===== src/rtl/fsm_pkg.sv =====
// Shared types for the four-state sequencing FSM and its start controller.
package fsm_pkg;

    typedef enum logic [1:0] {
        IDLE   = 2'd0,
        FIRST  = 2'd1,
        SECOND = 2'd2,
        LAST   = 2'd3
    } fsm_state_t;

    typedef enum logic [1:0] {
        C_IDLE     = 2'd0,
        C_WAIT_ACK = 2'd1,
        C_RUN      = 2'd2
    } ctrl_state_t;

endpackage


===== src/rtl/sync_fifo.sv =====
// Small single-clock FIFO with a combinational head view and an occupancy count.
module sync_fifo #(
    parameter int WIDTH = 4,
    parameter int DEPTH = 4
) (
    input  logic                   clk,
    input  logic                   rst_n,
    input  logic                   push,
    input  logic [WIDTH-1:0]       push_data,
    input  logic                   pop,
    output logic [WIDTH-1:0]       head_data,
    output logic                   full,
    output logic                   empty,
    output logic [$clog2(DEPTH):0] count
);
    localparam int AW = $clog2(DEPTH);

    logic [WIDTH-1:0] mem [DEPTH];
    logic [AW-1:0]    wr_ptr_q, wr_ptr_d;
    logic [AW-1:0]    rd_ptr_q, rd_ptr_d;
    logic [AW:0]      count_q, count_d;
    logic             do_push, do_pop;

    assign full      = (count_q == (AW+1)'(DEPTH));
    assign empty     = (count_q == '0);
    assign count     = count_q;
    assign head_data = mem[rd_ptr_q];
    assign do_push   = push & ~full;
    assign do_pop    = pop & ~empty;

    // Pointers are AW bits wide, so they wrap modulo DEPTH on their own.
    always_comb begin
        wr_ptr_d = wr_ptr_q;
        rd_ptr_d = rd_ptr_q;
        count_d  = count_q;
        if (do_push) wr_ptr_d = wr_ptr_q + AW'(1);
        if (do_pop)  rd_ptr_d = rd_ptr_q + AW'(1);
        case ({do_push, do_pop})
            2'b10:   count_d = count_q + (AW+1)'(1);
            2'b01:   count_d = count_q - (AW+1)'(1);
            default: count_d = count_q;
        endcase
    end

    always_ff @(posedge clk) begin
        if (do_push) mem[wr_ptr_q] <= push_data;
    end

    always_ff @(posedge clk or negedge rst_n) begin
        if (!rst_n) begin
            wr_ptr_q <= '0;
            rd_ptr_q <= '0;
            count_q  <= '0;
        end else begin
            wr_ptr_q <= wr_ptr_d;
            rd_ptr_q <= rd_ptr_d;
            count_q  <= count_d;
        end
    end

endmodule


===== src/rtl/fsm_start_ctrl.sv =====
// Queues tagged launch requests, starts the sequencing FSM only when it is IDLE,
// and reports completion (with tag) or a missing start acknowledge.
module fsm_start_ctrl
    import fsm_pkg::*;
#(
    parameter int ID_W        = 4,
    parameter int DEPTH       = 4,
    parameter int ACK_TIMEOUT = 8
) (
    input  logic                   clk,
    input  logic                   rst_n,
    input  logic                   req_valid,
    input  logic [ID_W-1:0]        req_id,
    output logic                   req_ready,
    input  logic [1:0]             cs_fsm,
    output logic                   start_fsm,
    output logic                   busy,
    output logic                   done,
    output logic [ID_W-1:0]        done_id,
    output logic                   ack_err,
    input  logic                   err_clr,
    output logic [$clog2(DEPTH):0] q_count
);
    localparam int TW = $clog2(ACK_TIMEOUT);

    fsm_state_t      cs;
    ctrl_state_t     state_q, state_d;
    logic [TW-1:0]   timer_q, timer_d;
    logic [ID_W-1:0] active_id_q, active_id_d;
    logic [ID_W-1:0] done_id_q, done_id_d;
    logic            start_q, start_d;
    logic            done_q, done_d;
    logic            ack_err_q, ack_err_d;
    logic            launch, err_set;
    logic            fifo_full, fifo_empty;
    logic [ID_W-1:0] fifo_head;

    assign cs = fsm_state_t'(cs_fsm);

    sync_fifo #(
        .WIDTH (ID_W),
        .DEPTH (DEPTH)
    ) u_req_fifo (
        .clk       (clk),
        .rst_n     (rst_n),
        .push      (req_valid),
        .push_data (req_id),
        .pop       (launch),
        .head_data (fifo_head),
        .full      (fifo_full),
        .empty     (fifo_empty),
        .count     (q_count)
    );

    assign req_ready = ~fifo_full;
    assign busy      = (state_q != C_IDLE) | ~fifo_empty;
    assign start_fsm = start_q;
    assign done      = done_q;
    assign done_id   = done_id_q;
    assign ack_err   = ack_err_q;

    always_comb begin
        state_d     = state_q;
        timer_d     = timer_q;
        active_id_d = active_id_q;
        done_id_d   = done_id_q;
        start_d     = 1'b0;
        done_d      = 1'b0;
        launch      = 1'b0;
        err_set     = 1'b0;
        case (state_q)
            C_IDLE: begin
                if (!fifo_empty && cs == IDLE) begin
                    launch      = 1'b1;
                    active_id_d = fifo_head;
                    start_d     = 1'b1;
                    timer_d     = '0;
                    state_d     = C_WAIT_ACK;
                end
            end
            C_WAIT_ACK: begin
                // An acknowledge on the final allowed cycle still counts.
                if (cs == FIRST) begin
                    state_d = C_RUN;
                end else if (timer_q == TW'(ACK_TIMEOUT - 1)) begin
                    err_set = 1'b1;
                    state_d = C_IDLE;
                end else begin
                    timer_d = timer_q + TW'(1);
                end
            end
            C_RUN: begin
                if (cs == LAST) begin
                    done_d    = 1'b1;
                    done_id_d = active_id_q;
                    state_d   = C_IDLE;
                end else if (cs == IDLE) begin
                    state_d = C_IDLE;
                end
            end
            default: state_d = C_IDLE;
        endcase
        if (err_set)      ack_err_d = 1'b1;
        else if (err_clr) ack_err_d = 1'b0;
        else              ack_err_d = ack_err_q;
    end

    always_ff @(posedge clk or negedge rst_n) begin
        if (!rst_n) begin
            state_q     <= C_IDLE;
            timer_q     <= '0;
            active_id_q <= '0;
            done_id_q   <= '0;
            start_q     <= 1'b0;
            done_q      <= 1'b0;
            ack_err_q   <= 1'b0;
        end else begin
            state_q     <= state_d;
            timer_q     <= timer_d;
            active_id_q <= active_id_d;
            done_id_q   <= done_id_d;
            start_q     <= start_d;
            done_q      <= done_d;
            ack_err_q   <= ack_err_d;
        end
    end

endmodule


===== config.mk =====
export PLATFORM = sky130hd
export DESIGN_NAME = fsm_start_ctrl
export DESIGN_NICKNAME = d
export VERILOG_FILES = /design/src/rtl/fsm_pkg.sv /design/src/rtl/sync_fifo.sv /design/src/rtl/fsm_start_ctrl.sv
export SDC_FILE = /design/constraint.sdc
export NUM_CORES = 1
export LEC_CHECK = 0
export ABC_AREA = 1
export CELL_PAD_IN_SITES_DETAIL_PLACEMENT = 1
export CELL_PAD_IN_SITES_GLOBAL_PLACEMENT = 1
export CORE_MARGIN = 2
export CORE_UTILIZATION = 38
export DETAILED_ROUTE_END_ITERATION = 10
export GPL_ROUTABILITY_DRIVEN = 0
export PLACE_DENSITY_LB_ADDON = 0.1
export SETUP_SLACK_MARGIN = 0.3
export SYNTH_ARGS = -nofsm -noshare
export SYNTH_HDL_FRONTEND = slang
export SYNTH_SLANG_ARGS = --single-unit

===== constraint.sdc =====
create_clock -name clk -period 1.8 [get_ports clk]
set_input_delay 0.27 -clock clk [delete_from_list [all_inputs] [get_ports clk]]
set_output_delay 0.27 -clock clk [all_outputs]
set_load 0.02 [all_outputs]

==> metrics.cfg, run 1 <==
[setup_path]
critPathRequiredTime_ps = 1980
worst-endpoint-arrival_ps = 2020
path_max_fanout = 2
cp-start-kind = flop
crit_type = flop to flop
cp-end-kind = flop
r2r_slack_ps = -40

[placed_design]
io_buffers = 21
post-dp-hpwl_mm = 2.97
pre_cts_ws_ps = -371
dpl_cell_area_um2 = 2220

[clock_tree]
cts.sinks = 39
postCtsHoldBufs = 0
cts_tree = yes
worstSkewPairLatency_ps = 290
root_buffer = clkbuf_8
htreeDepth = 2
cts_buffers = 5
cts.reportedPaths.clkPinSlew_ps = 70
clockBufferDepth = 2

[global_route]
grt.total_usage = 0.172
grt_pass1_wl_mm = 6.82
grt.overflow.total = 0
grt_max_degree = 24
grt_pass1_vias = 1549
antenna_found_initial = 0

[drt]
top_layer_used = met4
dr_wl_met3_um = 151
vias = 1431
wl_mm = 4.47
dr.pass1.iters = 6
wire_per_inst_um = 14.9
drcViolationCount = 0
drt-met1-wl_mm = 1.87
drt_iter0_markers = 58
wl_met2_mm = 2.40
ant_nets = 0
via_per_inst = 4.79

[timing]
final-setup-viol-count = 1
fin_ws_ps = -40.9
max_slew_margin = 0.678
hold_viol = 0
clock.fmax_mhz = 543
setup_tns_ps = -40.9
fin_skew_ps = 3.03
worst_pin_slew_ps = 483
rsz0062_at_grt = yes
slew_viol_final = 0
min_period_ps = 1840
period_share = 1.02

[power_and_ir_drop]
clock_power_share = 0.164
vdd.ir_drop.worst_mv = 0.742
power_density_nw_per_um2 = 1490
switchingPower_w = 0.00146
swShare = 0.398
comb_power_share = 0.440
seqPwrFrac = 0.395
cell_internal_pwr_w = 0.00221
p_leak_nw = 1.28

[die]
die_area_um2 = 5370
rows = 25
die_height_um = 73.3
start_util = 0.391
fp.coreArea_um2 = 4660
pin_count = 22
die_w_um = 73.3

[logic_synthesis]
synth_area_per_cell_um2 = 9.40
yosysSeqAreaShare = 0.579
yosys_warnings = 0
synth_nets = 215
netlist_instances = 194
netlist_area_um2 = 1820
yosysUniqueCellTypes = 21
synth_seq_cells = 39

[cells_and_area]
fill_cells = 540
final_util = 0.529
nets = 265
syn_to_final_growth_pct = 35.1
final_cell_area_um2 = 2460
diodes = 0
drive_gt1_frac = 0.265

[min_path]
min_path_type = input pin to asynchronous set/reset pin

[job]
maxCapViolCount = 0

[run_status]
outcome = finished, violations left
violations = negative setup slack

layout make-up:
type	instances	area (um2)	share of cell area
flip-flops and latches	39	1060	0.430
clock buffers	7	86.3	0.0350
well taps	54	67.6	0.0274
repair buffers	45	387	0.157
multi-input cells	115	704	0.286
clock inverters	1	3.75	0.00152
inverters	38	156	0.0635
power groups by stage:
stage | Clock (W) | Sequential (W) | Combinational [W]
2_1_floorplan | 0 | 0.00147 | 0.000859
3_3_place_gp | 0 | 0.00144 | 0.00134
3_5_place_dp | 0 | 0.00145 | 0.00142
4_1_cts | 0.000622 | 0.00144 | 0.00145
5_1_grt | 0.000656 | 0.00149 | 0.00180
6_report | 0.000603 | 0.00145 | 0.00161
cells in the mapped netlist (all sizes together):
library cell / number / area share
inv: 37 / 0.076
ha: 10 / 0.069
nand3: 16 / 0.044
dfrtp: 23 / 0.32
nand3b: 1 / 0.0041
xor2: 2 / 0.0096
nor2: 10 / 0.025
buf: 3 / 0.012
nand2: 66 / 0.14
clkinv: 1 / 0.0021
fa: 1 / 0.011
o22ai: 1 / 0.0034
nand4: 3 / 0.010
o21ai: 2 / 0.0075
edfxtp: 16 / 0.26
xnor2: 2 / 0.0096
state kept, by name, summed over array words and instances, names as in the netlist:
| name | flops |
|---|---|
| u_req_fifo.mem | 16 |
| done | 1 |
| u_req_fifo.rd_ptr_q | 2 |
| u_req_fifo.wr_ptr_q | 2 |
| done_id | 4 |
| active_id_q | 4 |
| timer_q | 3 |
| start_fsm | 1 |
| state_q | 2 |
| u_req_fifo.count | 3 |
| ack_err | 1 |
repair_timing:
| item | CTS | global route |
|---|---|---|
| gates cloned | 0 | 1 |
| buffers inserted | 7 | 5 |
| endpoints found under the setup margin | 12 | 16 |
| pin swaps | 2 | 5 |
| resized for setup | 18 | 25 |
kinds of logic after synthesis:
group | count (synthesis) | synth area share
buffers and inverters | 41 | 0.0898
AND/OR/NAND/NOR | 96 | 0.222
XOR/XNOR | 4 | 0.0192
adder cells (fa/ha/maj) | 11 | 0.0796
flip-flops | 39 | 0.579
AO/OA/AOI/OAI | 3 | 0.0110
layer usage:
layer / vias to the layer above / global-route usage
met2: 21 / 0.314
li1: 700 / -
met1: 706 / 0.197
met3: 4 / 0.0412
met5: - / 0
met4: 0 / 0.0494
stage by stage:
stage | std cells | total power, W | hold slack [ps]
final | 299 | 0.00366 | 338
after global routing | 299 | 0.00395 | 353
after CTS | 293 | 0.00351 | 347
after detailed placement | 278 | 0.00287 | 466
after global placement | 278 | 0.00278 | 465
after floorplan | 194 | 0.00233 | -25.6
final timing paths:
path                            cells after the start              startpoint                            endpoint
worst max-delay path                                9  state_q[0]$_DFFE_PN0P_     u_req_fifo.count[2]$_DFFE_PN0P_
worst min-delay path                                2                   rst_n  u_req_fifo.rd_ptr_q[1]$_DFFE_PN0P_
worst max register to register                      9  state_q[0]$_DFFE_PN0P_     u_req_fifo.count[2]$_DFFE_PN0P_
worst min register to register                      2  done_id[0]$_DFFE_PN0P_              done_id[0]$_DFFE_PN0P_
max in group asynchronous                           2                   rst_n     u_req_fifo.count[0]$_DFFE_PN0P_
min in group clk                                    2  done_id[0]$_DFFE_PN0P_              done_id[0]$_DFFE_PN0P_
critical path, cell delays in order, from the launching register on:
cell and delay [ps]:
dfrtp_1 430, nor2_4 150, nand2_2 90, nor2_4 140
ha_4 180, inv_4 40, fa_2 350, nand2_1 100
nand3b_1 90, xor2_1 160
placed cells by master (no fill, tap or decap), drive strengths merged:
cell,instances
nand2,67
nand3,16
nand3b,1
xnor2,2
clkinvlp,1
ha,10
dfrtp,23
buf,25
clkbuf,8
nor2,10
dlygate4sd2,9
edfxtp,16
clkinv,1
o21ai,2
nand4,3
xor2,2
inv,37
fa,1
o22ai,1
dlymetal6s2s,3
clkdlybuf4s50,7
(Power assumes the default switching activity.)
==> inputs of run 2 (changes only) <==
CORE_MARGIN = default   (was 2)
==> run 2 against run 1 <==
  * The run ends with design-rule violations, negative setup slack left
  * Count of clock-buffer cells in the layout up 1
  * Sequential share of layout area increased by 1.1 points
  * Die area down 5.4%
  * Register-to-register slack about the same
  * Sequential cell count unchanged
  * Worst setup slack gained 11 ps
  * Critical endpoint unchanged
  * Largest power group unchanged
==> metrics.cfg, run 2 (synthesis gave the netlist of run 1 again) <==
[run_status]
outcome = finished, violations left
violations = design-rule violations, negative setup slack

[clock_tree]
cts_buffers = 5
cts_tree = yes
root_buffer = clkbuf_8
clockBufferDepth = 2
cts.sinks = 39
htreeDepth = 2
worstSkewPairLatency_ps = 290
cts.reportedPaths.clkPinSlew_ps = 70

[timing]
final-setup-viol-count = 1
clock.fmax_mhz = 546
worst_pin_slew_ps = 311
slew_viol_final = 0
fin_skew_ps = 4.19
rsz0062_at_grt = yes
max_slew_margin = 0.792
period_share = 1.02
hold_viol = 0
min_period_ps = 1830
fin_ws_ps = -29.9

[cells_and_area]
layout_common_cells = 63 x nand2_1, 28 x inv_1, 21 x buf_4
largest_register_ffs = 16
final_cell_area_um2 = 2400
final_util = 0.537
layout_commonest_cell = nand2_1
syn_to_final_growth_pct = 31.8
nets = 261
drive_gt1_frac = 0.245
largest_register = u_req_fifo.mem
diodes = 0

[die]
fp.coreArea_um2 = 4470
die_area_um2 = 5080
die_height_um = 71.3
rows = 24
pin_count = 22
start_util = 0.408
die_w_um = 71.3

[setup_path]
startpoint = state_q[1]$_DFFE_PN0P_
slowest_stage = dfrtp_1
worst-endpoint-arrival_ps = 2000
path_max_fanout = 2
reg2reg_depth = 9
cp-start-kind = flop
r2r-start = state_q[1]$_DFFE_PN0P_
rr_endpoint = u_req_fifo.count[2]$_DFFE_PN0P_
endpoint = u_req_fifo.count[2]$_DFFE_PN0P_
crit_type = flop to flop
critPathRequiredTime_ps = 1970
cp-end-kind = flop
cp_slowest_stage_delay_ps = 400
r2r_slack_ps = -30
crit_path_cell_trace = nor2_2 > nand2_2 > nor2_4 > ha_4 > inv_2 > fa_2 > nand2_1 > nand3b_1 > xor2_1

[drt]
wire_per_inst_um = 14.6
ant_nets = 0
via_per_inst = 4.78
vias = 1402
dr.pass1.iters = 7
drt_iter0_markers = 40
drcViolationCount = 1
wl_mm = 4.27

[global_route]
grt.total_usage = 0.184
grt_max_degree = 24
grt.overflow.total = 0
grt_pass1_vias = 1553
grt_pass1_wl_mm = 7.09
antenna_found_initial = 0

[job]
maxCapViolCount = 0

[power_and_ir_drop]
power_density_nw_per_um2 = 1520
vdd.ir_drop.worst_mv = 0.722
p_leak_nw = 1.25

[placed_design]
post-dp-hpwl_mm = 3.03
io_buffers = 21
dpl_cell_area_um2 = 2210

[min_path]
min_path_type = input pin to asynchronous set/reset pin

## run 2: cell count changes in the layout (fill, tap and decap cells not counted), sizes merged
cell	previous run	this run
dlygate4sd2	9	10
buf	25	23
nand2	67	66
clkinv	1	0
dlymetal6s2s	3	2
## run 2: worst min path at each step
stage,startpoint,to,slack [ps],cells after the start
6_report,rst_n,active_id_q[2]$_DFFE_PN0N_,340,2
5_1_grt,rst_n,active_id_q[2]$_DFFE_PN0N_,370,2
4_1_cts,rst_n,active_id_q[2]$_DFFE_PN0N_,350,2
3_5_place_dp,done_id[2]$_DFFE_PN0P_,done_id[2]$_DFFE_PN0P_,480,2
3_3_place_gp,done_id[2]$_DFFE_PN0P_,done_id[2]$_DFFE_PN0P_,470,2
2_1_floorplan,rst_n,ack_err$_DFFE_PN0P_,-30,0
## run 2: worst max-delay path, delay by kind of cell (launching register included)
kind,cells,cell delay [ps]
DFF,1,400
buffers and inverters,1,40
adders and majority gates,2,500
and+or+nand+nor,5,600
xor gates and xnor gates,1,170
## run 2: cell type report
cell class              instances  area [um2]
clock buffers                   8         100
fillers                       516        2070
inverters                      38         154
multi-input cells             114         668
flip-flops and latches         39        1060
well taps                      52        65.1
repair buffers                 42         357
## run 2: timing repair
action,CTS,global route
buffers inserted,5,4
hold buffers,0,0
endpoints found under the hold margin,0,0
endpoints found under the setup margin,12,13
resized for setup,17,17
pin swaps,8,6
## run 2: per-stage QoR
| step | TNS, ps | worst slack (ps) | hold slack (ps) | std cells | total power, W |
|---|---|---|---|---|---|
| 4_1_cts | 0 | 8.94 | 352 | 289 | 0.00355 |
| 3_5_place_dp | -709 | -399 | 476 | 276 | 0.00290 |
| 3_3_place_gp | -433 | -247 | 469 | 276 | 0.00278 |
| 2_1_floorplan | 0 | 84.7 | -25.6 | 194 | 0.00233 |
| 6_report | -29.9 | -29.9 | 343 | 293 | 0.00366 |
| 5_1_grt | -111 | -111 | 365 | 293 | 0.00394 |
## run 2: routing by layer
layer  share of wire  global-route usage  vias up
met5               0                   0        -
met4           0.022              0.0911        0
met3           0.033              0.0394        9
met2            0.54               0.319       26
met1            0.40               0.217      683
li1                -                   -      684
## run 2: power by group
| part | internal, W | switching [W] | total [W] |
|---|---|---|---|
| Combinational | 0.000658 | 0.000911 | 0.00157 |
| Clock | 0.000350 | 0.000292 | 0.000642 |
| Sequential | 0.00122 | 0.000227 | 0.00144 |
==> inputs of run 3 (changes only) <==
CORE_UTILIZATION = 40   (was 38)
CTS_BUF_LIST = sky130_fd_sc_hd__clkbuf_4 sky130_fd_sc_hd__clkbuf_8   (was default)
HOLD_SLACK_MARGIN = 0.03   (was default)
SLEW_MARGIN = 30   (was default)
==> run 3 against run 2 <==
  * The flow finishes with violations (negative setup slack)
  * Via count is 2.1% lower
  * Critical endpoint unchanged
  * Count of clock-buffer cells in the layout is 1 lower
  * Critical path type unchanged
  * Sequential share of layout area is 0.37 points higher
  * Sequential cell count stayed put
  * Worst hold slack worse by 17 ps
  * Power is 2.1% lower
  * Clock power is 4.4% lower
  * First-iteration DRC count is 28% higher
  * Highest routed layer unchanged
  * Clock skew is 9.7 ps higher
  * Design area is 0.83% lower
  * Worst setup slack better by 25 ps
==> metrics.cfg, run 3 (synthesis gave the netlist of run 1 again) <==
[setup_path]
cp.buffers_inverters = 1
cp-start-kind = flop
cp_top_family = simple AND/OR/NAND/NOR gates
crit_path_cell_trace = nor2_2 > nand2_2 > nor2_4 > ha_4 > inv_2 > fa_2 > nand2_1 > nand3b_1 > xor2_1
slowest_stage = dfrtp_1
critPathRequiredTime_ps = 1980
path_max_fanout = 2
cp-end-kind = flop
worst-endpoint-arrival_ps = 1990
crit_type = flop to flop
cp_slowest_stage_delay_ps = 410

[run_status]
violations = negative setup slack
outcome = finished, violations left

[cells_and_area]
largest_register_ffs = 16
layout_common_cells = 61 x nand2_1, 27 x inv_1, 19 x dfrtp_1
layout_commonest_cell = nand2_1
finalNonFillerCells = 290
drive_gt1_frac = 0.256
largest_register = u_req_fifo.mem
syn_to_final_growth_pct = 30.7
diodes = 0
nets = 258
final_util = 0.548
fill_cells = 480
final_cell_area_um2 = 2380

[timing]
hold_viol = 0
worst_pin_slew_ps = 304
rsz0062_at_grt = yes
clock.fmax_mhz = 554
period_share = 1.00
fin_skew_ps = 13.9
final-setup-viol-count = 1
fin_ws_ps = -5.22
slew_viol_final = 0
min_period_ps = 1810
max_slew_margin = 0.798

[drt]
drt-met1-wl_mm = 1.68
drcViolationCount = 0
wire_per_inst_um = 13.9
vias = 1372
drt_iter0_markers = 51
top_layer_used = met4
wl_met2_mm = 2.16
ant_nets = 0
wl_mm = 4.03
via_per_inst = 4.73
dr_wl_met3_um = 122
dr.pass1.iters = 4

[die]
die_w_um = 69.5
die_area_um2 = 4830
start_util = 0.419
rows = 24
die_height_um = 69.5
pin_count = 22
fp.coreArea_um2 = 4350

[clock_tree]
clockBufferDepth = 2
cts_tree = yes
htreeDepth = 2
root_buffer = clkbuf_8
cts_buffers = 5
cts.reportedPaths.clkPinSlew_ps = 80
worstSkewPairLatency_ps = 290
cts.sinks = 39

[job]
maxCapViolCount = 0

[placed_design]
post-dp-hpwl_mm = 2.95
pre_cts_ws_ps = -385
dpl_cell_area_um2 = 2200
dp_cells = 274
io_buffers = 21

[power_and_ir_drop]
p_leak_nw = 1.23
power_density_nw_per_um2 = 1500
vdd.ir_drop.worst_mv = 0.757

[global_route]
grt.total_usage = 0.191
grt_pass1_vias = 1517
grt_max_degree = 24
antenna_found_initial = 0
grt_pass1_wl_mm = 7.07
grt.overflow.total = 0

[min_path]
min_path_type = input pin to asynchronous set/reset pin

==> run 3: cell types whose count changed in the layout (fill, tap and decap cells not counted) <==
| cell | before | now |
|---|---|---|
| inv_1 | 28 | 27 |
| buf_4 | 21 | 18 |
| nand2_1 | 63 | 61 |
| nand2_2 | 2 | 4 |
| clkbuf_4 | 0 | 1 |
| inv_2 | 6 | 7 |
| clkbuf_1 | 1 | 0 |
| clkinv_2 | 0 | 1 |
| clkbuf_8 | 7 | 6 |
| nor2_2 | 4 | 5 |
| nor2_1 | 5 | 4 |
==> run 3: worst reg2reg max path: stages (launching register included) <==
cell,delay [ps]
dfrtp_1,410
nor2_2,160
nand2_2,100
nor2_4,130
ha_4,150
inv_2,40
fa_2,340
nand2_1,90
nand3b_1,110
xor2_1,170
==> run 3: final timing paths <==
check,from,to,slack [ps],cells after the start
max in group asynchronous,rst_n,u_req_fifo.rd_ptr_q[0]$_DFFE_PN0P_,1220,2
hold reg to reg,done_id[2]$_DFFE_PN0P_,done_id[2]$_DFFE_PN0P_,490,2
setup / recovery,state_q[1]$_DFFE_PN0P_,u_req_fifo.count[2]$_DFFE_PN0P_,-5,9
hold / removal,rst_n,timer_q[1]$_DFFE_PN0P_,330,2
setup reg to reg,state_q[1]$_DFFE_PN0P_,u_req_fifo.count[2]$_DFFE_PN0P_,-5,9
min in group clk,done_id[2]$_DFFE_PN0P_,done_id[2]$_DFFE_PN0P_,490,2
==> run 3: metrics by stage <==
stage	power, W	setup TNS [ps]	hold slack [ps]
after floorplan	0.00233	0	-25.6
after detailed placement	0.00287	-715	471
after global placement	0.00276	-438	467
final	0.00358	-5.22	326
after CTS	0.00348	0	327
after global routing	0.00389	-131	368
==> run 3: where the power goes <==
group | switching [W] | internal, W | total [W]
clock network | 0.000290 | 0.000324 | 0.000614
logic | 0.000895 | 0.000633 | 0.00153
registers | 0.000218 | 0.00122 | 0.00144
total | 0.00140 | 0.00218 | 0.00358
==> run 3: repair_timing <==
item,4_1_cts,5_1_grt
endpoints found under the setup margin,12,22
gates cloned,0,0
pin swaps,8,8
hold buffers,0,0
gates resized for setup,19,19
buffers inserted,3,5
==> run 3: cell type report <==
type                            instances  area [um2]  share of cell area
Sequential cell                        39        1060               0.445
Multi-Input combinational cell        114         676               0.283
Clock buffer                            7        90.1              0.0378
Clock inverter                          1        5.00             0.00210
Timing Repair Buffer                   39         334               0.140
Inverter                               38         154              0.0645
Tap cell                               52        65.1              0.0273
==> run 3: per-layer routing <==
layer / track usage / vias up
met5: 0 / -
met4: 0.0748 / 0
met3: 0.0407 / 6
met2: 0.341 / 19
met1: 0.224 / 669
li1: - / 678
